<file path="config.mk">
export PLATFORM = sky130hd
export DESIGN_NAME = alu_batch_sequencer_flat
export DESIGN_NICKNAME = d
export VERILOG_FILES = /design/src/rtl/alu_batch_sequencer_pkg.sv /design/src/rtl/alu_batch_sequencer_if.sv /design/src/rtl/alu_batch_sequencer.sv /design/src/flat_wrapper.sv
export SDC_FILE = /design/constraint.sdc
export NUM_CORES = 1
export LEC_CHECK = 0
export ABC_AREA = 1
export ABC_CLOCK_PERIOD_IN_PS = 2050
export BUFFER_PORTS_ARGS = -buffer_cell sky130_fd_sc_hd__buf_2
export CORE_MARGIN = 3
export CORE_UTILIZATION = 52
export CTS_CLUSTER_DIAMETER = 120
export DETAILED_ROUTE_END_ITERATION = 8
export GPL_TIMING_DRIVEN = 0
export PLACE_DENSITY = 0.84
export SLEW_MARGIN = 20
export SYNTH_ARGS = -nofsm -noshare
export SYNTH_HDL_FRONTEND = slang
export SYNTH_SLANG_ARGS = --single-unit
</file>
<file path="constraint.sdc">
create_clock -name clk -period 2.05 [get_ports clk]
set_input_delay 0.615 -clock clk [delete_from_list [all_inputs] [get_ports clk]]
set_output_delay 0.615 -clock clk [all_outputs]
set_load 0.01 [all_outputs]
</file>
<file path="src/rtl/alu_batch_sequencer_pkg.sv">
// Shared widths, state encoding and the terminating opcode for the ALU batch sequencer.
package alu_batch_sequencer_pkg;

    localparam int ADDR_W = 8;
    localparam int DATA_W = 16;
    localparam int OP_W   = 5;

    localparam logic [OP_W-1:0] HALT_OP = 5'h1f;

    typedef enum logic [2:0] {
        IDLE,
        FETCH,
        WAIT_OP,
        LOAD,
        WAIT_SRC,
        EXEC,
        WRITE,
        DONE
    } state_t;

endpackage

</file>
<file path="src/rtl/alu_batch_sequencer_if.sv">
// BRAM port A/B and ALU connections seen by the batch sequencer.
interface alu_batch_sequencer_if;

    logic [alu_batch_sequencer_pkg::ADDR_W-1:0] addra;
    logic [alu_batch_sequencer_pkg::ADDR_W-1:0] addrb;
    logic [alu_batch_sequencer_pkg::DATA_W-1:0] dina;
    logic                                       wea;
    logic [alu_batch_sequencer_pkg::DATA_W-1:0] douta;
    logic [alu_batch_sequencer_pkg::DATA_W-1:0] doutb;
    logic [alu_batch_sequencer_pkg::OP_W-1:0]   op;
    logic [alu_batch_sequencer_pkg::DATA_W-1:0] alu_a;
    logic [alu_batch_sequencer_pkg::DATA_W-1:0] alu_b;
    logic [alu_batch_sequencer_pkg::DATA_W-1:0] alu_result;

    modport master (
        output addra, addrb, dina, wea, op, alu_a, alu_b,
        input  douta, doutb, alu_result
    );

    modport slave (
        input  addra, addrb, dina, wea, op, alu_a, alu_b,
        output douta, doutb, alu_result
    );

endinterface

</file>
<file path="src/rtl/alu_batch_sequencer.sv">
// Walks the op and operand tables in BRAM, feeds each pair through the ALU and
// stores the result, until the HALT opcode or the step limit.
module alu_batch_sequencer #(
    parameter logic [7:0] OP_BASE  = 8'd100,
    parameter logic [7:0] SRC_BASE = 8'd0,
    parameter logic [7:0] DST_BASE = 8'd200,
    parameter logic [7:0] MAX_OPS  = 8'd50,
    parameter int         RAM_LAT  = 1,
    parameter logic [4:0] HALT_OP  = alu_batch_sequencer_pkg::HALT_OP
) (
    input  logic                                       clk,
    input  logic                                       rst,
    input  logic                                       start,
    alu_batch_sequencer_if.master                      bus,
    output logic                                       busy,
    output logic                                       done,
    output logic [alu_batch_sequencer_pkg::ADDR_W-1:0] op_count
);
    import alu_batch_sequencer_pkg::*;

    localparam logic [1:0] LAT_LOAD = 2'(RAM_LAT - 1);

    state_t              state_reg, state_next;
    logic [1:0]          wait_reg, wait_next;
    logic [ADDR_W-1:0]   op_ptr_reg, op_ptr_next;
    logic [ADDR_W-1:0]   src_ptr_reg, src_ptr_next;
    logic [ADDR_W-1:0]   dst_ptr_reg, dst_ptr_next;
    logic [ADDR_W-1:0]   addra_reg, addra_next;
    logic [ADDR_W-1:0]   addrb_reg, addrb_next;
    logic [DATA_W-1:0]   dina_reg, dina_next;
    logic                wea_reg, wea_next;
    logic [OP_W-1:0]     op_reg, op_next;
    logic [DATA_W-1:0]   alu_a_reg, alu_a_next;
    logic [DATA_W-1:0]   alu_b_reg, alu_b_next;
    logic                busy_reg, busy_next;
    logic                done_reg, done_next;
    logic [ADDR_W-1:0]   count_reg, count_next;
    logic [ADDR_W-1:0]   count_inc;

    assign count_inc = count_reg + ADDR_W'(1);

    // Outputs are registered on entry to a state, so each RAM address is
    // already on the bus during the state that issues it.
    always_comb begin
        state_next   = state_reg;
        wait_next    = wait_reg;
        op_ptr_next  = op_ptr_reg;
        src_ptr_next = src_ptr_reg;
        dst_ptr_next = dst_ptr_reg;
        addra_next   = addra_reg;
        addrb_next   = addrb_reg;
        dina_next    = dina_reg;
        wea_next     = 1'b0;
        op_next      = op_reg;
        alu_a_next   = alu_a_reg;
        alu_b_next   = alu_b_reg;
        busy_next    = busy_reg;
        done_next    = 1'b0;
        count_next   = count_reg;

        case (state_reg)
            IDLE: begin
                if (start) begin
                    state_next   = FETCH;
                    busy_next    = 1'b1;
                    count_next   = '0;
                    op_ptr_next  = OP_BASE;
                    src_ptr_next = SRC_BASE;
                    dst_ptr_next = DST_BASE;
                    addra_next   = OP_BASE;
                end
            end
            FETCH: begin
                state_next = WAIT_OP;
                wait_next  = LAT_LOAD;
            end
            WAIT_OP: begin
                if (wait_reg != 2'd0) begin
                    wait_next = wait_reg - 2'd1;
                end else begin
                    op_next = bus.douta[OP_W-1:0];
                    if (bus.douta[OP_W-1:0] == HALT_OP) begin
                        state_next = DONE;
                    end else begin
                        state_next = LOAD;
                        addra_next = src_ptr_reg;
                        addrb_next = src_ptr_reg + ADDR_W'(1);
                    end
                end
            end
            LOAD: begin
                state_next = WAIT_SRC;
                wait_next  = LAT_LOAD;
            end
            WAIT_SRC: begin
                if (wait_reg != 2'd0) begin
                    wait_next = wait_reg - 2'd1;
                end else begin
                    alu_a_next = bus.douta;
                    alu_b_next = bus.doutb;
                    state_next = EXEC;
                end
            end
            EXEC: begin
                // ALU has had a full cycle on the registered operands.
                state_next = WRITE;
                addra_next = dst_ptr_reg;
                dina_next  = bus.alu_result;
                wea_next   = 1'b1;
            end
            WRITE: begin
                op_ptr_next  = op_ptr_reg + ADDR_W'(1);
                src_ptr_next = src_ptr_reg + ADDR_W'(2);
                dst_ptr_next = dst_ptr_reg + ADDR_W'(1);
                count_next   = count_inc;
                if (MAX_OPS != '0 && count_inc == MAX_OPS) begin
                    state_next = DONE;
                end else begin
                    state_next = FETCH;
                    addra_next = op_ptr_reg + ADDR_W'(1);
                end
            end
            DONE: begin
                state_next = IDLE;
                done_next  = 1'b1;
                busy_next  = 1'b0;
            end
            default: state_next = IDLE;
        endcase
    end

    always_ff @(posedge clk) begin
        if (rst) begin
            state_reg   <= IDLE;
            wait_reg    <= 2'd0;
            op_ptr_reg  <= OP_BASE;
            src_ptr_reg <= SRC_BASE;
            dst_ptr_reg <= DST_BASE;
            addra_reg   <= '0;
            addrb_reg   <= '0;
            dina_reg    <= '0;
            wea_reg     <= 1'b0;
            op_reg      <= '0;
            alu_a_reg   <= '0;
            alu_b_reg   <= '0;
            busy_reg    <= 1'b0;
            done_reg    <= 1'b0;
            count_reg   <= '0;
        end else begin
            state_reg   <= state_next;
            wait_reg    <= wait_next;
            op_ptr_reg  <= op_ptr_next;
            src_ptr_reg <= src_ptr_next;
            dst_ptr_reg <= dst_ptr_next;
            addra_reg   <= addra_next;
            addrb_reg   <= addrb_next;
            dina_reg    <= dina_next;
            wea_reg     <= wea_next;
            op_reg      <= op_next;
            alu_a_reg   <= alu_a_next;
            alu_b_reg   <= alu_b_next;
            busy_reg    <= busy_next;
            done_reg    <= done_next;
            count_reg   <= count_next;
        end
    end

    assign bus.addra = addra_reg;
    assign bus.addrb = addrb_reg;
    assign bus.dina  = dina_reg;
    assign bus.wea   = wea_reg;
    assign bus.op    = op_reg;
    assign bus.alu_a = alu_a_reg;
    assign bus.alu_b = alu_b_reg;
    assign busy      = busy_reg;
    assign done      = done_reg;
    assign op_count  = count_reg;

endmodule

</file>
<file path="src/flat_wrapper.sv">
// flat-port wrapper written by rule: the top's interface ports become plain ports
module alu_batch_sequencer_flat import alu_batch_sequencer_pkg::*;
#(
    parameter logic [7:0] OP_BASE  = 8'd100,
    parameter logic [7:0] SRC_BASE = 8'd0,
    parameter logic [7:0] DST_BASE = 8'd200,
    parameter logic [7:0] MAX_OPS  = 8'd50,
    parameter int         RAM_LAT  = 1,
    parameter logic [4:0] HALT_OP  = alu_batch_sequencer_pkg::HALT_OP
)
  (clk, rst, start, busy, done, op_count, bus_addra, bus_addrb, bus_dina, bus_wea, bus_op, bus_alu_a, bus_alu_b, bus_douta, bus_doutb, bus_alu_result);
  alu_batch_sequencer_if bus_i ();
  input  logic clk;
  input  logic rst;
  input  logic start;
  output logic busy;
  output logic done;
  output logic [alu_batch_sequencer_pkg::ADDR_W-1:0] op_count;
  output wire logic [$bits(bus_i.addra)-1:0] bus_addra;
  output wire logic [$bits(bus_i.addrb)-1:0] bus_addrb;
  output wire logic [$bits(bus_i.dina)-1:0] bus_dina;
  output wire logic [$bits(bus_i.wea)-1:0] bus_wea;
  output wire logic [$bits(bus_i.op)-1:0] bus_op;
  output wire logic [$bits(bus_i.alu_a)-1:0] bus_alu_a;
  output wire logic [$bits(bus_i.alu_b)-1:0] bus_alu_b;
  input wire logic [$bits(bus_i.douta)-1:0] bus_douta;
  input wire logic [$bits(bus_i.doutb)-1:0] bus_doutb;
  input wire logic [$bits(bus_i.alu_result)-1:0] bus_alu_result;
  assign bus_addra = bus_i.addra;
  assign bus_addrb = bus_i.addrb;
  assign bus_dina = bus_i.dina;
  assign bus_wea = bus_i.wea;
  assign bus_op = bus_i.op;
  assign bus_alu_a = bus_i.alu_a;
  assign bus_alu_b = bus_i.alu_b;
  assign bus_i.douta = bus_douta;
  assign bus_i.doutb = bus_doutb;
  assign bus_i.alu_result = bus_alu_result;
  alu_batch_sequencer #(.OP_BASE(OP_BASE), .SRC_BASE(SRC_BASE), .DST_BASE(DST_BASE), .MAX_OPS(MAX_OPS), .RAM_LAT(RAM_LAT), .HALT_OP(HALT_OP)) u_core (.clk(clk), .rst(rst), .start(start), .bus(bus_i), .busy(busy), .done(done), .op_count(op_count));
endmodule
</file>
## Word-level counts from Yosys, hierarchy flattened

Index checks and enable logic that the tools add are counted.

- Add/subtract/negate cells: 6
- $mul: 0
- Divide/modulo/power cells: 0
- $lt $le $gt $ge: 0
- Eq/ne operators: 15
- Shift-type cells: 0
- Muxes and demuxes: 23
- Bitwise gates (word level): 2
- Reductions and logical operators: 16

Operators with widths:

| cell | count |
|---|---|
| $pmux 8 s2 | 4 |
| $mux 8 | 6 |
| $add 8x1->8 const B | 4 |
| $pmux 8 s4 | 1 |
| $pmux 3 s8 | 1 |
| $mux 3 | 5 |
| $eq 3x3->1 const B | 4 |
| $ne 2x2->1 const B | 5 |
| $reduce_and 2->1 | 5 |
| $add 8x2->8 const B | 1 |
| $eq 8x6->1 const B | 1 |
| $reduce_bool 2->1 | 4 |
| $eq 3x2->1 const B | 2 |
| $reduce_and 3->1 | 2 |
| $eq 5x5->1 const B | 1 |
| $reduce_and 5->1 | 1 |
| $pmux 2 s2 | 1 |
| $reduce_bool 4->1 | 1 |
| $reduce_or 2->1 | 2 |
| $eq 3x1->1 const B | 1 |
| $logic_not 3->1 | 1 |
| $mux 1 | 3 |
| $mux 2 | 1 |
| $ne 2x1->1 const B | 1 |
| 3 further kinds | 4 |

- Register bits after elaboration: 109
- Bits in latches: 0
- Memory bits (writable): 0
- Memory bits (read-only): 0
- Input port bits: 51
- Output and inout port bits: 80
- Word-level logic and storage cells: 77
- Memories: 0

## Depth between registers and ports, before layout

Gate-level depths: netlist (run 1).

- Word-level depth: 4
- Gate-level depth with buffers: 13
- Mapped depth without buffers: 12

## Worst setup path after synthesis (run 1)

OpenSTA, ideal clock, no wires.

- Path kind: register to register
- From: reg u_core.count_reg[0], in the netlist u_core.op_count[0]
- To: reg u_core.addra_reg[5], in the netlist u_core.bus.addra[5]
- Setup time: 113 ps
- Data arrival time: 1604 ps
- Required time: 1937 ps
- Setup slack: 333 ps
- Stages on the path, launching flop included: 12
- Path through: dfxtp_1 ha_1 nand3_1 o21bai_1 nand2_1 nor2_4 nand3_4 nand2_2 buf_6 nand2_1 nand2_1 nor2_1

- Longest elaborated chain between the ends: 4

Ends and longest elaborated chain:

| element | RTL line | source |
|---|---|---|
| start, declared | alu_batch_sequencer.sv:37 | `logic [ADDR_W-1:0] count_reg, count_next;` |
| start signal, assigned | alu_batch_sequencer.sv:164 | `count_reg <= count_next;` |
| $add 8x1->8 | alu_batch_sequencer.sv:40 | `assign count_inc = count_reg + ADDR_W'(1);` |
| $eq 8x6->1 | alu_batch_sequencer.sv:116 | `if (MAX_OPS != '0 && count_inc == MAX_OPS) begin` |
| $ne 2x2->1 (no source line) | n/a |  |
| $reduce_and 5->1 (no source line) | n/a |  |
| end signal, assigned | alu_batch_sequencer.sv:155 | `addra_reg <= addra_next;` |
| end, declared | alu_batch_sequencer.sv:28 | `logic [ADDR_W-1:0] addra_reg, addra_next;` |

No other way between the ends.
A chain may end at the register's enable or synchronous reset.

## Final worst setup path (run 1)

- From: reg u_core.state_reg[0]
- To: reg u_core.dst_ptr_reg[3]

- Longest elaborated chain between the ends: 3

Ends and longest elaborated chain:

| element | RTL line | source |
|---|---|---|
| start, declared | alu_batch_sequencer.sv:23 | `state_t state_reg, state_next;` |
| start signal, assigned | alu_batch_sequencer.sv:150 | `state_reg <= state_next;` |
| $eq 3x3->1 / $logic_not 3->1 (equally long branches) | alu_batch_sequencer.sv:61 | `case (state_reg)` |
| $reduce_bool 2->1 (no source line) / $ne 2x2->1 (equally long branches) | n/a |  |
| $reduce_and 2->1 (no source line) | n/a |  |
| end signal, assigned | alu_batch_sequencer.sv:154 | `dst_ptr_reg <= dst_ptr_next;` |
| end, declared | alu_batch_sequencer.sv:27 | `logic [ADDR_W-1:0] dst_ptr_reg, dst_ptr_next;` |

Parallel ways exist; a longest one is shown, timed or not.

==> results of run 1 <==
==> worst max path at each step <==
stage / start / endpoint
floorplan: u_core.op_count[0] / u_core.bus.addra[5]
finish: u_core.state_reg[0] / u_core.dst_ptr_reg[3]
global route: u_core.op_count[1] / u_core.bus.addra[5]
detailed placement: u_core.op_count[0] / u_core.bus.addra[6]
CTS: u_core.op_count[0] / u_core.bus.addra[5]
global placement: u_core.op_count[0] / u_core.bus.addra[6]
==> kinds of logic after synthesis <==
kind of cell,synth area share
AO/OA/AOI/OAI,0.182
XOR/XNOR,0.00570
adder cells (fa/ha/maj),0.0163
buffers and inverters,0.0912
AND/OR/NAND/NOR,0.236
flip-flops,0.469
==> layer usage <==
metal,GRT usage,up-vias,share of wire
met4,0.111,0,0.028
met3,0.0341,33,0.073
met5,0,-,0
met1,0.320,2133,0.42
met2,0.426,199,0.48
li1,-,2277,-
==> where the power goes <==
group          internal, µW  leakage (µW)  total, µW  switching (µW)
logic                   217       0.00154        609             392
clock network           579     0.0000988       1320             745
registers              2190      0.000875       2240            52.9
==> cells in the final DEF (no fill, tap or decap), drive strengths merged <==
cell,Yosys,layout
o21bai,3,3
a221oi,2,2
bufinv,0,1
nor2,80,80
clkinv,0,2
o22ai,1,1
a211oi,1,1
clkbuf,21,31
nand2,98,98
o21ai,74,74
nor4,2,2
nand3,35,35
dfxtp,108,108
a31oi,1,1
ha,6,6
or2,4,4
buf,6,136
a22oi,3,3
a21oi,69,69
o31ai,1,1
inv,76,78
o211ai,2,2
nor3,4,4
clkinvlp,0,1
nand3b,3,3
nand4,7,7
xor2,3,3
==> stage by stage <==
step                      area (µm²)  instances   util  total power (µW)
after global placement          5390        845  0.640              2860
after detailed placement        5390        845  0.640              2890
after CTS                       5590        861  0.664              4190
after global routing            5600        861  0.665              4350
final                           5600        861  0.665              4170
after floorplan                 4610        610      -              2650
==> cell type report <==
type	count	area share
tap	105	0.0235
clock inverter	6	0.0127
inverter	76	0.0514
timing repair buffer	130	0.116
clock buffer	10	0.0228
multi-input combinational	399	0.363
sequential	108	0.387
buffer	27	0.0237
==> worst reg2reg max path, cell delays in order (launching register included) <==
cell and delay, ns:
sky130_fd_sc_hd__dfxtp_1 0.40, sky130_fd_sc_hd__nor2_1 0.27, sky130_fd_sc_hd__nand3_1 0.32, sky130_fd_sc_hd__nand2_2 0.27, sky130_fd_sc_hd__inv_2 0.07, sky130_fd_sc_hd__buf_6 0.15
sky130_fd_sc_hd__nor2_2 0.09, sky130_fd_sc_hd__xor2_1 0.14, sky130_fd_sc_hd__nand2_1 0.06
==> run_summary.xml, run 1 <==
<?xml version="1.0" encoding="UTF-8"?>
<metrics>
  <group name="run_status">
    <metric name="outcome" unit="">completed</metric>
  </group>
  <group name="critical_path">
    <metric name="timing.critical_path.depth" unit="">8</metric>
    <metric name="critical_path.n_buffers_inverters" unit="">2</metric>
    <metric name="critical_path_at" unit="ns">2.14</metric>
    <metric name="setup.worst_path.end_class" unit="">register</metric>
    <metric name="setup.worst_path.class" unit="">register to register</metric>
    <metric name="reg_to_reg_endpoint" unit="">u_core.dst_ptr_reg[3]</metric>
    <metric name="max_stage_delay_cell_worst_path" unit="">sky130_fd_sc_hd__dfxtp_1</metric>
    <metric name="critPathLaunchType" unit="">register</metric>
    <metric name="series_of_cell_instances_along_the_critical_path" unit="">nor2_1 -&gt; nand3_1 -&gt; nand2_2 -&gt; inv_2 -&gt; buf_6 -&gt; nor2_2 -&gt; xor2_1 -&gt; nand2_1</metric>
    <metric name="crit_fanout" unit="">10</metric>
    <metric name="path_delay_family" unit="">simple AND/OR/NAND/NOR gates</metric>
    <metric name="max_stage_delay" unit="ns">0.40</metric>
    <metric name="cp_data_required_time" unit="ns">2.31</metric>
    <metric name="worstRegToRegCells" unit="">8</metric>
    <metric name="regToRegStartpoint" unit="">u_core.state_reg[0]</metric>
    <metric name="setup.reg_to_reg.worst_slack" unit="ns">0.17</metric>
  </group>
  <group name="cts">
    <metric name="root_buffer" unit="">sky130_fd_sc_hd__clkbuf_8</metric>
    <metric name="cts_sinks" unit="">108</metric>
    <metric name="cts_made_buffers" unit="">9</metric>
    <metric name="cts.repair.resized" unit="">0</metric>
    <metric name="postCtsHoldBufs" unit="">0</metric>
    <metric name="postCtsSetupRepairBufs" unit="">0</metric>
    <metric name="htree_num_levels" unit="">3</metric>
    <metric name="clock_tree_from_tritoncts" unit="">yes</metric>
    <metric name="cts_buffer_depth" unit="">2</metric>
    <metric name="cts.clk_slew.worst_paths" unit="ns">0.11</metric>
    <metric name="clk-insertion-delay-late" unit="ns">0.37</metric>
  </group>
  <group name="timing">
    <metric name="timing.final.crit_period" unit="ns">1.88</metric>
    <metric name="final_min_period_over_clock_period" unit="">0.915</metric>
    <metric name="setup_viol" unit="">0</metric>
    <metric name="post_route_skew" unit="ns">0.0144</metric>
    <metric name="finalHoldWorstSlack" unit="ns">0.447</metric>
    <metric name="grt_setup_unrepaired" unit="">no</metric>
    <metric name="number_of_endpoints_with_negative_hold_slack_in_the_final_report" unit="">0</metric>
    <metric name="fin_setup_tns" unit="ns">0</metric>
    <metric name="setup_slack" unit="ns">0.173</metric>
    <metric name="finalMaxSlewViolations" unit="">0</metric>
    <metric name="max_freq" unit="MHz">533</metric>
    <metric name="worst_slew_pin_slew" unit="ns">0.723</metric>
    <metric name="slew-limit-headroom" unit="">0.518</metric>
  </group>
  <group name="synth">
    <metric name="yosysMostFrequentCell" unit="">sky130_fd_sc_hd__dfxtp_1</metric>
    <metric name="ys_seq_area_frac" unit="">0.469</metric>
    <metric name="synth-edff-count" unit="">0</metric>
    <metric name="synth-async-reset-ratio" unit="">0</metric>
    <metric name="flip_flop_and_latch_count_after_synthesis" unit="">108</metric>
    <metric name="synthCells" unit="">610</metric>
    <metric name="mappedNetlistArea" unit="µm²">4610</metric>
    <metric name="commonest_register_cell_after_synthesis" unit="">sky130_fd_sc_hd__dfxtp_1</metric>
    <metric name="synth.area.top_cells" unit="">sky130_fd_sc_hd__dfxtp_1, sky130_fd_sc_hd__o21ai_0, sky130_fd_sc_hd__nand2_1</metric>
    <metric name="synth_net_count" unit="">667</metric>
    <metric name="synth.avg_cell_area" unit="µm²">7.56</metric>
    <metric name="ys_top_cells_by_count" unit="">sky130_fd_sc_hd__dfxtp_1, sky130_fd_sc_hd__nand2_1, sky130_fd_sc_hd__o21ai_0</metric>
    <metric name="synth_warnings" unit="">0</metric>
    <metric name="post-synth-top-area-cell" unit="">sky130_fd_sc_hd__dfxtp_1</metric>
    <metric name="yosysUniqueCellTypes" unit="">39</metric>
    <metric name="synth_top_area_frac" unit="">0.469</metric>
  </group>
  <group name="floorplan">
    <metric name="core.rowCount" unit="">33</metric>
    <metric name="chipHeight" unit="µm">100</metric>
    <metric name="io-pin-count" unit="">131</metric>
    <metric name="dieArea" unit="µm²">10000</metric>
    <metric name="floorplan.initialDensity" unit="">0.548</metric>
    <metric name="area_of_the_core_region" unit="µm²">8420</metric>
    <metric name="fp.dieW" unit="µm">100</metric>
  </group>
  <group name="grt">
    <metric name="grt_first_pass_wirelength" unit="mm">20.6</metric>
    <metric name="vias_in_the_first_global_route" unit="">4397</metric>
    <metric name="initial_antenna_violation_count" unit="">0</metric>
    <metric name="globalRouteOverflowTotal" unit="">0</metric>
    <metric name="grt_start_max_net_pins" unit="">19</metric>
    <metric name="gr-usage-all-layers" unit="">0.251</metric>
  </group>
  <group name="placement">
    <metric name="total_half_perimeter_wirelength_after_legalization_and_detailed_placement" unit="mm">9.33</metric>
    <metric name="place.gp.congestion" unit="">0.908</metric>
    <metric name="dpl_worst_slack" unit="ns">0.0962</metric>
    <metric name="io_buffers" unit="">130</metric>
  </group>
  <group name="route">
    <metric name="num_vias" unit="">4642</metric>
    <metric name="drt_pre_antenna_iters" unit="">5</metric>
    <metric name="dr.first_iter.drc_count" unit="">250</metric>
    <metric name="routed_wire_length_per_instance" unit="µm">14.5</metric>
    <metric name="detail_route.wirelength" unit="mm">12.5</metric>
    <metric name="final_antenna_net_count" unit="">0</metric>
    <metric name="post-route-drc-count" unit="">0</metric>
    <metric name="route.detailed.vias_per_inst" unit="">5.39</metric>
  </group>
  <group name="worst_hold_path">
    <metric name="worst_hold_path.num_cells" unit="">2</metric>
    <metric name="holdCritPathClass" unit="">register to register</metric>
    <metric name="hold_start" unit="">u_core.bus.alu_a[13]</metric>
    <metric name="min_to" unit="">u_core.bus.alu_a[13]</metric>
  </group>
  <group name="cells_and_area">
    <metric name="antenna_cells" unit="">0</metric>
    <metric name="nNetsFinal" unit="">808</metric>
    <metric name="layout-drive-gt1-share" unit="">0.254</metric>
    <metric name="n_fill_cell" unit="">724</metric>
    <metric name="synthToLayoutAreaGrowth" unit="%">21.4</metric>
    <metric name="register_area" unit="µm²">2170</metric>
    <metric name="multi_input_comb_area" unit="µm²">2030</metric>
  </group>
  <group name="power_and_ir_drop">
    <metric name="irDropWorstVdd" unit="V">0.000387</metric>
    <metric name="leakage" unit="µW">0.00252</metric>
    <metric name="powerDensity" unit="nW/µm²">745</metric>
  </group>
  <group name="job">
    <metric name="max_cap_viols" unit="">0</metric>
  </group>
</metrics>
Note: power is estimated with default switching activity, not from simulation.
==> run 2: changes to the inputs <==
ABC_CLOCK_PERIOD_IN_PS = 2000   (was 2050)
clock period = 2 ns   (was 2.05 ns; I/O delays follow)
==> run_summary.xml, run 2 (synthesis results as in run 1) <==
<?xml version="1.0" encoding="UTF-8"?>
<metrics>
  <group name="run_status">
    <metric name="outcome" unit="">completed</metric>
  </group>
  <group name="grt">
    <metric name="globalRouteOverflowTotal" unit="">0</metric>
    <metric name="gr-usage-all-layers" unit="">0.251</metric>
    <metric name="grt_start_max_net_pins" unit="">19</metric>
    <metric name="vias_in_the_first_global_route" unit="">4397</metric>
    <metric name="grt_first_pass_wirelength" unit="mm">20.6</metric>
    <metric name="initial_antenna_violation_count" unit="">0</metric>
  </group>
  <group name="cells_and_area">
    <metric name="antenna_cells" unit="">0</metric>
    <metric name="nNetsFinal" unit="">808</metric>
    <metric name="most_used_cells_in_the_layout_excluding_fill_and_tap_cells" unit="">sky130_fd_sc_hd__buf_2, sky130_fd_sc_hd__dfxtp_1, sky130_fd_sc_hd__nand2_1</metric>
    <metric name="final_common_cell" unit="">sky130_fd_sc_hd__buf_2</metric>
    <metric name="layout-drive-gt1-share" unit="">0.257</metric>
    <metric name="n_fill_cell" unit="">722</metric>
    <metric name="synthToLayoutAreaGrowth" unit="%">21.6</metric>
    <metric name="instances_no_fill" unit="">861</metric>
    <metric name="post-route-util" unit="">0.666</metric>
  </group>
  <group name="timing">
    <metric name="timing.final.crit_period" unit="ns">1.88</metric>
    <metric name="grt_setup_unrepaired" unit="">no</metric>
    <metric name="post_route_skew" unit="ns">0.0169</metric>
    <metric name="fin_setup_tns" unit="ns">0</metric>
    <metric name="setup_viol" unit="">0</metric>
    <metric name="final_min_period_over_clock_period" unit="">0.941</metric>
    <metric name="max_freq" unit="MHz">531</metric>
    <metric name="number_of_endpoints_with_negative_hold_slack_in_the_final_report" unit="">0</metric>
    <metric name="slew-limit-headroom" unit="">0.510</metric>
    <metric name="finalMaxSlewViolations" unit="">0</metric>
    <metric name="worst_slew_pin_slew" unit="ns">0.734</metric>
  </group>
  <group name="floorplan">
    <metric name="io-pin-count" unit="">131</metric>
    <metric name="chipHeight" unit="µm">100</metric>
    <metric name="floorplan.initialDensity" unit="">0.548</metric>
    <metric name="fp.dieW" unit="µm">100</metric>
    <metric name="area_of_the_core_region" unit="µm²">8420</metric>
    <metric name="dieArea" unit="µm²">10000</metric>
    <metric name="core.rowCount" unit="">33</metric>
  </group>
  <group name="power_and_ir_drop">
    <metric name="clock_power_frac" unit="">0.317</metric>
    <metric name="overall_power" unit="µW">4270</metric>
    <metric name="irDropWorstVdd" unit="V">0.000397</metric>
    <metric name="power_frac_seq" unit="">0.537</metric>
    <metric name="cellInternalPower" unit="µW">3060</metric>
    <metric name="leakage" unit="µW">0.00252</metric>
    <metric name="combinationalPowerShare" unit="">0.146</metric>
    <metric name="sw_frac_of_total" unit="">0.285</metric>
    <metric name="powerDensity" unit="nW/µm²">762</metric>
    <metric name="total_switching_power" unit="µW">1220</metric>
  </group>
  <group name="route">
    <metric name="route.detailed.vias_per_inst" unit="">5.41</metric>
    <metric name="final_antenna_net_count" unit="">0</metric>
    <metric name="routed_wire_length_per_instance" unit="µm">14.5</metric>
    <metric name="post-route-drc-count" unit="">0</metric>
    <metric name="dr.first_iter.drc_count" unit="">257</metric>
    <metric name="detail_route.wirelength" unit="mm">12.5</metric>
    <metric name="drt_pre_antenna_iters" unit="">5</metric>
    <metric name="num_vias" unit="">4657</metric>
  </group>
  <group name="cts">
    <metric name="cts_made_buffers" unit="">9</metric>
    <metric name="postCtsHoldBufs" unit="">0</metric>
    <metric name="root_buffer" unit="">sky130_fd_sc_hd__clkbuf_8</metric>
    <metric name="cts.clk_slew.worst_paths" unit="ns">0.10</metric>
    <metric name="cts_sinks" unit="">108</metric>
    <metric name="clk-insertion-delay-late" unit="ns">0.37</metric>
    <metric name="cts_buffer_depth" unit="">2</metric>
    <metric name="clock_tree_from_tritoncts" unit="">yes</metric>
    <metric name="htree_num_levels" unit="">3</metric>
  </group>
  <group name="critical_path">
    <metric name="critical_path_at" unit="ns">2.15</metric>
    <metric name="worst_path_most_repeated_cell" unit="">sky130_fd_sc_hd__nor2_1</metric>
    <metric name="crit_fanout" unit="">7</metric>
    <metric name="path_delay_family" unit="">simple AND/OR/NAND/NOR gates</metric>
    <metric name="cp_data_required_time" unit="ns">2.27</metric>
    <metric name="setup.worst_path.class" unit="">register to register</metric>
    <metric name="critPathLaunchType" unit="">register</metric>
    <metric name="series_of_cell_instances_along_the_critical_path" unit="">inv_2 -&gt; nor2_1 -&gt; nor2_1 -&gt; inv_1 -&gt; o21ai_0 -&gt; a21oi_1 -&gt; nand2_1 -&gt; nor2_1 -&gt; nor2_1</metric>
    <metric name="max_stage_delay" unit="ns">0.49</metric>
    <metric name="critical_path.n_buffers_inverters" unit="">2</metric>
    <metric name="setup.worst_path.end_class" unit="">register</metric>
    <metric name="max_stage_delay_cell_worst_path" unit="">sky130_fd_sc_hd__dfxtp_1</metric>
  </group>
  <group name="worst_hold_path">
    <metric name="holdCritPathClass" unit="">primary input to register</metric>
  </group>
  <group name="job">
    <metric name="max_cap_viols" unit="">0</metric>
  </group>
  <group name="placement">
    <metric name="place.gp.congestion" unit="">0.908</metric>
    <metric name="total_half_perimeter_wirelength_after_legalization_and_detailed_placement" unit="mm">9.33</metric>
    <metric name="dpl.cell_count" unit="">845</metric>
    <metric name="io_buffers" unit="">130</metric>
  </group>
</metrics>
## run 2: cell counts in the layout (fill, tap and decap cells not counted)
No cell type changed its count.
## run 2: final timing paths
path	from	end	slack, ns	cells after the start
worst min-delay path	bus_alu_result[0]	u_core.bus.dina[0]	0.44	3
worst max register to register	u_core.state_reg[0]	u_core.bus.addra[6]	0.12	9
worst min register to register	u_core.bus.alu_a[13]	u_core.bus.alu_a[13]	0.45	2
worst max-delay path	u_core.state_reg[0]	u_core.bus.addra[6]	0.12	9
## run 2: layer usage
layer  GRT usage  part of all wire  up-vias  routed length [µm]
met3      0.0341             0.076       34                 943
li1            -                 -     2276                   -
met4       0.111             0.029        0                 357
met1       0.320              0.42     2152                5220
met5           0                 0        -                   0
met2       0.426              0.48      195                5960
## run 2: through the flow
step,worst slack (ns),hold WS (ns),cell area (µm²)
global route,0.00877,0.447,5610
detailed placement,0.0462,0.434,5390
finish,0.118,0.444,5610
floorplan,0.283,0.433,4610
global placement,0.151,0.428,5390
CTS,0.0335,0.435,5590
## run 2: tightest hold or removal path, delay by kind of cell
kind / cells / cell delay, ns
and+or+nand+nor: 2 / 0.11
buffers and inverters: 1 / 0.07
## run 2: timing repair
action                                  CTS  global route
endpoints found under the setup margin    0             9
setup buffers                             0             0
gates resized for setup                   0             6
## run 2: power groups by stage
stage	clock [µW]	sequential (µW)	combinational (µW)
final	1350	2300	626
after global routing	1470	2310	691
after CTS	1380	2300	621
after detailed placement	0	2350	613
after global placement	0	2340	596
after floorplan	0	2380	343
## run 2: layout make-up
| cell class | instances | area [µm²] | area share |
|---|---|---|---|
| flip-flops and latches | 108 | 2170 | 0.386 |
| multi-input cells | 399 | 2040 | 0.364 |
| repair buffers | 130 | 651 | 0.116 |
| inverters | 76 | 288 | 0.0513 |
| plain buffers | 27 | 133 | 0.0237 |
| well taps | 105 | 131 | 0.0234 |
| clock buffers | 10 | 128 | 0.0228 |
| clock inverters | 6 | 71.3 | 0.0127 |
==> run 3: changes to the inputs <==
--- a/config.mk
+++ b/config.mk
@@ -8,3 +8,2 @@
 export ABC_AREA = 1
-export ABC_CLOCK_PERIOD_IN_PS = 2000
 export BUFFER_PORTS_ARGS = -buffer_cell sky130_fd_sc_hd__buf_2
--- a/constraint.sdc
+++ b/constraint.sdc
@@ -3,2 +3,2 @@
 set_output_delay 0.6 -clock clk [all_outputs]
-set_load 0.01 [all_outputs]
+set_load 0.1 [all_outputs]
==> run_summary.xml, run 3 (synthesis results as in run 1) <==
<?xml version="1.0" encoding="UTF-8"?>
<metrics>
  <group name="worst_hold_path">
    <metric name="min_to" unit="">u_core.bus.dina[11]</metric>
    <metric name="worst_hold_path.num_cells" unit="">3</metric>
    <metric name="hold_start" unit="">bus_alu_result[11]</metric>
    <metric name="holdCritPathClass" unit="">primary input to register</metric>
  </group>
  <group name="cells_and_area">
    <metric name="nNetsFinal" unit="">808</metric>
    <metric name="synthToLayoutAreaGrowth" unit="%">22.1</metric>
    <metric name="final_common_cell" unit="">sky130_fd_sc_hd__buf_2</metric>
    <metric name="layout-drive-gt1-share" unit="">0.262</metric>
    <metric name="antenna_cells" unit="">0</metric>
    <metric name="final_design_area_no_fill" unit="µm²">5630</metric>
    <metric name="post-route-util" unit="">0.668</metric>
    <metric name="most_used_cells_in_the_layout_excluding_fill_and_tap_cells" unit="">sky130_fd_sc_hd__buf_2, sky130_fd_sc_hd__dfxtp_1, sky130_fd_sc_hd__nand2_1</metric>
  </group>
  <group name="placement">
    <metric name="total_half_perimeter_wirelength_after_legalization_and_detailed_placement" unit="mm">9.13</metric>
    <metric name="io_buffers" unit="">130</metric>
    <metric name="place.gp.congestion" unit="">0.919</metric>
    <metric name="dpl_worst_slack" unit="ns">0.176</metric>
    <metric name="detailed_place.area" unit="µm²">5410</metric>
  </group>
  <group name="timing">
    <metric name="worst_slew_pin_slew" unit="ns">0.686</metric>
    <metric name="number_of_endpoints_with_negative_hold_slack_in_the_final_report" unit="">0</metric>
    <metric name="finalMaxSlewViolations" unit="">0</metric>
    <metric name="timing.final.crit_period" unit="ns">1.84</metric>
    <metric name="setup_slack" unit="ns">0.157</metric>
    <metric name="finalHoldWorstSlack" unit="ns">0.443</metric>
    <metric name="fin_setup_tns" unit="ns">0</metric>
    <metric name="max_freq" unit="MHz">542</metric>
    <metric name="final_min_period_over_clock_period" unit="">0.922</metric>
    <metric name="setup_viol" unit="">0</metric>
    <metric name="post_route_skew" unit="ns">0.00766</metric>
    <metric name="slew-limit-headroom" unit="">0.543</metric>
    <metric name="grt_setup_unrepaired" unit="">no</metric>
  </group>
  <group name="power_and_ir_drop">
    <metric name="leakage" unit="µW">0.00253</metric>
    <metric name="powerDensity" unit="nW/µm²">867</metric>
    <metric name="irDropWorstVdd" unit="V">0.000465</metric>
  </group>
  <group name="grt">
    <metric name="globalRoute.busiestLayer" unit="">met2</metric>
    <metric name="grt_start_max_net_pins" unit="">21</metric>
    <metric name="vias_in_the_first_global_route" unit="">4289</metric>
    <metric name="initial_antenna_violation_count" unit="">0</metric>
    <metric name="grtUsageMet3" unit="">0.0389</metric>
    <metric name="globalRouteMet1Util" unit="">0.321</metric>
    <metric name="grt_use_met2" unit="">0.416</metric>
    <metric name="grt_first_pass_wirelength" unit="mm">20.3</metric>
    <metric name="gr-usage-all-layers" unit="">0.249</metric>
    <metric name="globalRouteOverflowTotal" unit="">0</metric>
  </group>
  <group name="critical_path">
    <metric name="regToRegStartpoint" unit="">u_core.state_reg[0]</metric>
    <metric name="crit_fanout" unit="">10</metric>
    <metric name="setup.reg_to_reg.worst_slack" unit="ns">0.16</metric>
    <metric name="max_stage_delay" unit="ns">0.40</metric>
    <metric name="setup.worst_path.end_class" unit="">register</metric>
    <metric name="cp_data_required_time" unit="ns">2.27</metric>
    <metric name="critPathLaunchType" unit="">register</metric>
    <metric name="reg_to_reg_endpoint" unit="">u_core.dst_ptr_reg[3]</metric>
    <metric name="critical_path_at" unit="ns">2.11</metric>
    <metric name="max_stage_delay_cell_worst_path" unit="">sky130_fd_sc_hd__dfxtp_1</metric>
    <metric name="worstRegToRegCells" unit="">8</metric>
    <metric name="setup.worst_path.class" unit="">register to register</metric>
    <metric name="series_of_cell_instances_along_the_critical_path" unit="">nor2_1 -&gt; nand3_1 -&gt; nand2_2 -&gt; inv_2 -&gt; buf_6 -&gt; nor2_2 -&gt; xor2_1 -&gt; nand2_1</metric>
  </group>
  <group name="route">
    <metric name="detail_route.wirelength" unit="mm">12.4</metric>
    <metric name="routed_wire_length_per_instance" unit="µm">14.4</metric>
    <metric name="drt_pre_antenna_iters" unit="">4</metric>
    <metric name="dr.first_iter.drc_count" unit="">322</metric>
    <metric name="post-route-drc-count" unit="">0</metric>
    <metric name="num_vias" unit="">4598</metric>
    <metric name="final_antenna_net_count" unit="">0</metric>
    <metric name="route.detailed.vias_per_inst" unit="">5.34</metric>
  </group>
  <group name="cts">
    <metric name="clk-insertion-delay-late" unit="ns">0.38</metric>
    <metric name="cts_sinks" unit="">108</metric>
    <metric name="root_buffer" unit="">sky130_fd_sc_hd__clkbuf_8</metric>
    <metric name="cts_made_buffers" unit="">9</metric>
    <metric name="cts.clk_slew.worst_paths" unit="ns">0.11</metric>
    <metric name="postCtsSetupRepairBufs" unit="">0</metric>
    <metric name="htree_num_levels" unit="">3</metric>
    <metric name="cts_buffer_depth" unit="">2</metric>
    <metric name="clock_tree_from_tritoncts" unit="">yes</metric>
  </group>
  <group name="floorplan">
    <metric name="area_of_the_core_region" unit="µm²">8420</metric>
    <metric name="dieArea" unit="µm²">10000</metric>
    <metric name="core.rowCount" unit="">33</metric>
    <metric name="floorplan.initialDensity" unit="">0.548</metric>
    <metric name="fp.dieW" unit="µm">100</metric>
    <metric name="chipHeight" unit="µm">100</metric>
    <metric name="io-pin-count" unit="">131</metric>
  </group>
  <group name="job">
    <metric name="max_cap_viols" unit="">0</metric>
  </group>
  <group name="run_status">
    <metric name="outcome" unit="">completed</metric>
  </group>
</metrics>
run 3: cell types whose count changed in the layout (fill, tap and decap cells not counted), sizes merged:
| cell | change |
|---|---|
| clkbuf | -1 |
| clkinv | +1 |
| clkinvlp | -1 |
| inv | +1 |
run 3: layer usage:
metal  wire, µm  vias to the layer above
met3        857                       24
met5          0                        -
met4        232                        0
met1       5400                     2119
met2       5910                      185
li1           -                     2270
run 3: worst max-delay path by stage:
stage / startpoint / endpoint / slack (ns)
after floorplan: u_core.op_count[7] / u_core.bus.addra[0] / 0.08
after global placement: start / u_core.dst_ptr_reg[3] / 0.19
after detailed placement: u_core.state_reg[1] / u_core.bus.addra[6] / 0.18
after CTS: u_core.state_reg[2] / u_core.bus.addra[6] / 0.13
after global routing: u_core.op_count[0] / u_core.bus.addra[5] / 0.02
final: u_core.state_reg[0] / u_core.dst_ptr_reg[3] / 0.16
run 3: critical path, delay by kind of cell (launching register included):
| family | cells | cell delay [ns] |
|---|---|---|
| and+or+nand+nor | 5 | 0.97 |
| buffers and inverters | 2 | 0.22 |
| xor gates and xnor gates | 1 | 0.16 |
| DFF | 1 | 0.40 |
run 3: through the flow:
step	total power [µW]	instances
floorplan	3240	610
global placement	3460	845
detailed placement	3480	845
CTS	4900	861
global route	5080	861
finish	4880	861
run 3: area by class of cell:
| type | count | area, µm² |
|---|---|---|
| multi-input cells | 399 | 2030 |
| clock inverters | 7 | 95.1 |
| repair buffers | 130 | 651 |
| clock buffers | 9 | 124 |
| inverters | 76 | 288 |
| plain buffers | 27 | 133 |
| flip-flops and latches | 108 | 2180 |
| well taps | 105 | 131 |
| fillers | 741 | 2790 |
run 3: timing repair:
action                                  in CTS  in global routing
endpoints found under the setup margin       0                  6
hold buffers                                 0                  0
resized for setup                            0                  1
run 3: report_power, final:
part | switching [µW] | leakage (µW) | internal, µW
sequential | 55.0 | 0.000878 | 2240
clock | 823 | 0.000111 | 617
combinational | 926 | 0.00154 | 222
total | 1800 | 0.00253 | 3080
